--- config.mk ---
export PLATFORM = sky130hd
export DESIGN_NAME = dmem_load_unit
export DESIGN_NICKNAME = d
export VERILOG_FILES = /design/src/rtl/dmem_load_unit.sv
export SDC_FILE = /design/constraint.sdc
export NUM_CORES = 1
export LEC_CHECK = 0
export CAP_MARGIN = 30
export CORE_UTILIZATION = 47
export CTS_BUF_LIST = sky130_fd_sc_hd__clkbuf_16
export DETAILED_ROUTE_END_ITERATION = 8
export PLACE_DENSITY_LB_ADDON = 0.1
export SKIP_CTS_REPAIR_TIMING = 1
export SKIP_LAST_GASP = 1
export SYNTH_ARGS = -nofsm -noshare
export SYNTH_HDL_FRONTEND = slang
export SYNTH_SLANG_ARGS = --single-unit
--- constraint.sdc ---
create_clock -name clock -period 2.6 [get_ports clock]
set_input_delay 0.52 -clock clock [delete_from_list [all_inputs] [get_ports clock]]
set_output_delay 0.52 -clock clock [all_outputs]
set_load 0.05 [all_outputs]
--- src/rtl/dmem_load_unit.sv ---
// dmem_load_unit: read-side controller for the 32-bit data memory.
// Takes one load request, issues a word-aligned read, waits out the memory
// read latency, and returns byte/halfword/word data (little-endian) with
// sign or zero extension. Misaligned or unknown load types are rejected
// without touching memory.
module dmem_load_unit #(
   parameter int READ_LATENCY = 1
) (
   input  logic        clock,
   input  logic        reset,
   input  logic        load_req,
   input  logic [2:0]  load_type,
   input  logic [31:0] addr,
   output logic [31:0] mem_addr,
   output logic        mem_read_en,
   input  logic [31:0] mem_read_data,
   output logic [31:0] load_data,
   output logic        load_valid,
   output logic        addr_error,
   output logic        busy
);

   localparam int DATA_W = 32;

   // Controller states.
   localparam logic [2:0] IDLE    = 3'd0;
   localparam logic [2:0] ISSUE   = 3'd1;
   localparam logic [2:0] WAIT    = 3'd2;
   localparam logic [2:0] CAPTURE = 3'd3;
   localparam logic [2:0] ERROR   = 3'd4;

   // Load type codes (low three bits of the MIPS load opcodes).
   localparam logic [2:0] LB  = 3'b000;
   localparam logic [2:0] LH  = 3'b001;
   localparam logic [2:0] LW  = 3'b011;
   localparam logic [2:0] LBU = 3'b100;
   localparam logic [2:0] LHU = 3'b101;

   // WAIT spans the memory's READ_LATENCY edges; the counter is loaded with
   // READ_LATENCY-1 and the state leaves WAIT on the cycle it reads zero.
   localparam logic [2:0] WAIT_LOAD = 3'(READ_LATENCY - 1);

   logic [2:0] state;
   logic [2:0] waitCnt;
   logic [2:0] typeP0;
   logic [1:0] offP0;

   // Legal type codes with their alignment constraints.
   function automatic logic isLegal(input logic [2:0] t, input logic [1:0] o);
      logic ok;
      case (t)
         LB, LBU: ok = 1'b1;
         LH, LHU: ok = ~o[0];
         LW:      ok = (o == 2'b00);
         default: ok = 1'b0;
      endcase
      return ok;
   endfunction

   function automatic logic [DATA_W-1:0] extendByte(input logic [7:0] b, input logic sgn);
      logic signed [DATA_W-1:0] ext;
      ext = {{24{sgn & b[7]}}, b};
      return ext;
   endfunction

   function automatic logic [DATA_W-1:0] extendHalf(input logic [15:0] h, input logic sgn);
      logic signed [DATA_W-1:0] ext;
      ext = {{16{sgn & h[15]}}, h};
      return ext;
   endfunction

   // Select the addressed lane of the returned word and extend it.
   function automatic logic [DATA_W-1:0] extractLoad(input logic [2:0] t,
                                                     input logic [1:0] o,
                                                     input logic [DATA_W-1:0] word);
      logic [7:0]        laneByte;
      logic [15:0]       laneHalf;
      logic [DATA_W-1:0] res;
      laneByte = word[{o, 3'b000} +: 8];
      laneHalf = o[1] ? word[31:16] : word[15:0];
      case (t)
         LB:      res = extendByte(laneByte, 1'b1);
         LBU:     res = extendByte(laneByte, 1'b0);
         LH:      res = extendHalf(laneHalf, 1'b1);
         LHU:     res = extendHalf(laneHalf, 1'b0);
         default: res = word;
      endcase
      return res;
   endfunction

   assign busy = (state != IDLE);

   // Request capture: type and byte offset are frozen at acceptance so the
   // requester may change addr/load_type while the load is in flight.
   always_ff @(posedge clock) begin
      if (state == IDLE && load_req) begin
         typeP0 <= load_type;
         offP0  <= addr[1:0];
      end
   end

   // Control FSM with registered memory-side and result-side outputs.
   always_ff @(posedge clock) begin
      if (reset) begin
         state       <= IDLE;
         waitCnt     <= 3'd0;
         mem_addr    <= '0;
         mem_read_en <= 1'b0;
         load_data   <= '0;
         load_valid  <= 1'b0;
         addr_error  <= 1'b0;
      end else begin
         mem_read_en <= 1'b0;
         load_valid  <= 1'b0;
         addr_error  <= 1'b0;
         case (state)
            IDLE: begin
               if (load_req) begin
                  if (isLegal(load_type, addr[1:0])) begin
                     mem_addr    <= {addr[31:2], 2'b00};
                     mem_read_en <= 1'b1;
                     state       <= ISSUE;
                  end else begin
                     addr_error  <= 1'b1;
                     state       <= ERROR;
                  end
               end
            end
            ISSUE: begin
               waitCnt <= WAIT_LOAD;
               state   <= WAIT;
            end
            WAIT: begin
               if (waitCnt == 3'd0) begin
                  state <= CAPTURE;
               end else begin
                  waitCnt <= waitCnt - 3'd1;
               end
            end
            CAPTURE: begin
               load_data  <= extractLoad(typeP0, offP0, mem_read_data);
               load_valid <= 1'b1;
               state      <= IDLE;
            end
            ERROR: begin
               state <= IDLE;
            end
            default: begin
               state <= IDLE;
            end
         endcase
      end
   end

endmodule

# == Word level (Yosys, flattened, before mapping) ==
# Index checks and enable logic that the tools add are counted.
# Widths: inputs -> output; s select.
# totals
ff_bits,76
input_bits,70
out_inout_bits,68
wordCells,56
# op_classes
n_addsub,1
eq_ne,13
shift,1
n_mux,15
bitwise_logic,3
n_reduce_logical,14
# ops
op,count
$pmux 32 s4,1
$shiftx 32x6->8,1
$mux 16,1
$eq 3x3->1 const B,4
$logic_not 3->1,4
$mux 3,4
$eq 3x1->1 const B,3
$eq 3x2->1 const B,3
$pmux 3 s3,1
$mux 1,6
$ne 2x2->1 const B,3
$pmux 3 s2,1
$reduce_and 2->1,2
$reduce_or 2->1,2
$not 1->1,3
$pmux 1 s3,1
$reduce_and 3->1,1
$reduce_bool 3->1,1
$reduce_or 3->1,1
$sub 3x1->3 const B,1
$logic_not 2->1,1
$reduce_bool 2->1,1
$logic_and 1x1->1,1

# == Longest topological paths before layout ==
# depth
depth_word,9
ltp_mapped,6
depth_no_buf,6

# == Least setup slack after synthesis ==
# Ideal clock, no wire load.
# synth_timing
path_type,reg-to-output
startpoint,register state[1]
endpoint,output busy
arrival_time_ns,1.131
required_time_ns,2.080
slack_ns,0.949
path_stages_with_launch,3
n_path_buf,1
cell_sequence,dfxtp_1 -> clkbuf_1 -> or3_1
# synth_via
elab_chain_cells,1
# synth_lines
item,line,text
"start, declared",43,logic [2:0] state;
"start signal, assigned",105,state <= IDLE;
"start signal, assigned",122,state <= ISSUE;
"start signal, assigned",125,state <= ERROR;
$reduce_bool 3->1,91,assign busy = (state != IDLE);
"end, declared",20,output logic busy
# Every way passes these cells.

# == Worst setup path after layout ==
# layout_timing
startpoint,register state[0]
endpoint,output busy
# The elaborated chain is that of the path after synthesis.

==> results.yml <==
synthesis:
  yosysTopAreaCell: "dfxtp_1"
  synth_top_cell_area_share: 0.4060
  synth_edf_count: 5
  yosysUniqueCellTypes: 53
  yosys-top-cells-area: "dfxtp_1 (41%), nand2_1 (11%), a21oi_1 (6.0%)"
  syn_area_per_cell_um2: 8.497
  ys_seq_elements: 76
  syn_area_um2: 3501
  ys_seq_area_frac: 0.4489
  synthArstFlopShare: 0
  synth_ff_type: "dfxtp_1"
  synth_commonest_cells: "nand2_1 (99), dfxtp_1 (71), a21oi_1 (42)"
  ys.warnings.count: 0
  yosysMostFrequentCell: "nand2_1"
  syn_inst: 412
critical_path:
  crit_required_ns: 2.08
  critPathTopFamily: "buffers and inverters"
  end_kind: "primary output"
  slowest_stage: "clkdlybuf4s50_1"
  cp_max_fo: 14
  slowest_delay_ns: 0.79
  worstSetupPathType: "register to primary output"
  crit_chain: "or3_1 -> clkdlybuf4s50_1"
  r2r_cells: 4
  worst-path-buf-inv: 1
  path_depth: 2
  crit_arrival_ns: 1.95
  crit_path_start_kind: "register"
cts:
  cts_tree: "yes"
  htree_levels: 3
  cts.sinks: 76
  ctsRootBufferMaster: "clkbuf_16"
  cts_buffers: 9
  clk_latency_ns: 0.33
  cts_buffer_depth: 2
  clk_pin_slew_ns: 0.06
timing:
  min_period_ns: 2.466
  slew_viol_final: 0
  finClkSkew_ns: 0.008349
  rsz0062_at_grt: "false"
  hold_viol: 0
  period_share: 0.9486
  worstMarginPinSlew_ns: 0.6437
  finalSetupViolCount: 0
  fin_tns_setup_ns: 0
  fin_ws_ns: 0.1336
  fmax_mhz: 405.4
  slew_headroom: 0.5700
finish:
  fill_cells: 583
  regArea_um2: 1572
  multi_input_area_um2: 1714
  antenna-diode-count: 0
  drive_above_1_share: 0.09779
  nNetsFinal: 609
  syn2layout_area_growth_pct: 49.21
  final_util: 0.7241
placed_design:
  dp_hpwl_um: 6705
  gp_congestion: 0.8412
  numPortBuffers: 135
  dpl_worst_slack_ns: 0.4560
floorplanning:
  coreArea_um2: 7214
  start_util: 0.4853
  boundaryPins: 138
  num_rows: 31
  die_x_um: 88.31
  fp.dieArea_um2: 7798
  die_h_um: 88.31
global_route:
  overflow: 0
  track_usage: 0.2459
  grt_max_degree: 40
  grt_pass1_vias: 3035
  grt_pass1_wl_um: 14580
  antenna_found_initial: 0
power:
  leakage_nw: 1.883
  max-vdd-ir-drop_uv: 417.6
  power_density_nw_per_um2: 617.1
min_path:
  worstHoldPathType: "register to register"
  hold_depth: 2
routing:
  drtIter0Drc: 174
  num_vias: 3398
  post_drt_wl_per_cell_um: 14.96
  routed_wl_um: 9590
  dr.pass1.iters: 4
  ant_nets: 0
  drc: 0
  vias_per_cell: 5.301
status:
  status: "finished, final reports clean"
job:
  cap_violations: 0
## final timing paths
kind | from | slack, ns | to
hold reg to reg | mem_addr[24] | 0.45 | mem_addr[24]
setup reg to reg | state[0] | 0.62 | load_data[29]
setup / recovery | state[0] | 0.13 | busy
hold / removal | mem_addr[24] | 0.45 | mem_addr[24]
## registers in the layout, summed over array words and instances, names as in the netlist
register     count
mem_read_en      1
addr_error       1
state            3
waitCnt          3
offP0            2
load_data       32
mem_addr        30
typeP0           3
load_valid       1
## where the power goes
group	switching [mW]	leakage, nW	internal (mW)
registers	0.0447	0.623	1.23
logic	0.349	1.10	0.255
clock network	0.527	0.161	0.821
## stage by stage
stage / hold slack (ns) / cells / area, um2 / total power, mW
detailed placement: 0.4476 / 625 / 4897 / 1.897
floorplan: 0.4669 / 413 / 3505 / 1.654
CTS: 0.4545 / 641 / 5224 / 3.238
finish: 0.4529 / 641 / 5224 / 3.224
global placement: 0.4404 / 625 / 4897 / 1.886
global route: 0.4719 / 641 / 5224 / 3.345
## final cells by class
type,instances,area share
clock buffer,10,0.04790
clock inverter,6,0.01461
inverter,15,0.01126
multi-input combinational,289,0.3281
sequential,76,0.3008
tap,99,0.02371
timing repair buffer,146,0.2735
## layer usage
| layer | track usage | share of wire |
|---|---|---|
| met4 | 0.1232 | 0.018 |
| met2 | 0.3909 | 0.48 |
| met1 | 0.3048 | 0.41 |
| met3 | 0.07183 | 0.087 |
| met5 | 0 | 0 |
## layout by cell type, fill, tap and decap left out, types with 2 or more instances in the layout
cell and n:
clkbuf_16 10, nand2b_1 5, a211oi_2 11, o31a_1 2
nor2_1 29, nor2b_1 3, nand2_1 99, a21oi_2 7
nand3b_1 7, inv_1 14, ha_1 2, a221o_1 7
inv_6 3, or3_1 7, a21oi_1 42, buf_4 11
o31ai_1 5, conb_1 2, edfxtp_1 5, o211ai_1 3
o21ai_0 4, mux2_2 2, mux2i_1 8, clkdlybuf4s50_1 134
dfxtp_1 71, o22ai_1 8, nor3b_1 3, a211oi_1 9
a21o_1 2
## cells by family (layout without fill, tap and decap cells)
kind of cell / Yosys count / in the layout / share of synthesized area
simple gates: 162 / 162 / 0.2119
compound gates: 111 / 111 / 0.2334
flops: 76 / 76 / 0.4489
buf+inv: 48 / 177 / 0.06254
mux: 11 / 11 / 0.03252
fa+ha+maj: 2 / 2 / 0.007147
other cells: 1 / 2 / 0.001071
xor+xnor: 1 / 1 / 0.002502
## worst register-to-register path, stage by stage (launching register included)
cell      delay, ns
dfxtp_1        0.63
and3b_1        0.63
o31a_1         0.24
buf_4          0.24
a211oi_1       0.11
No activity file was read; power rests on OpenSTA's default activity.
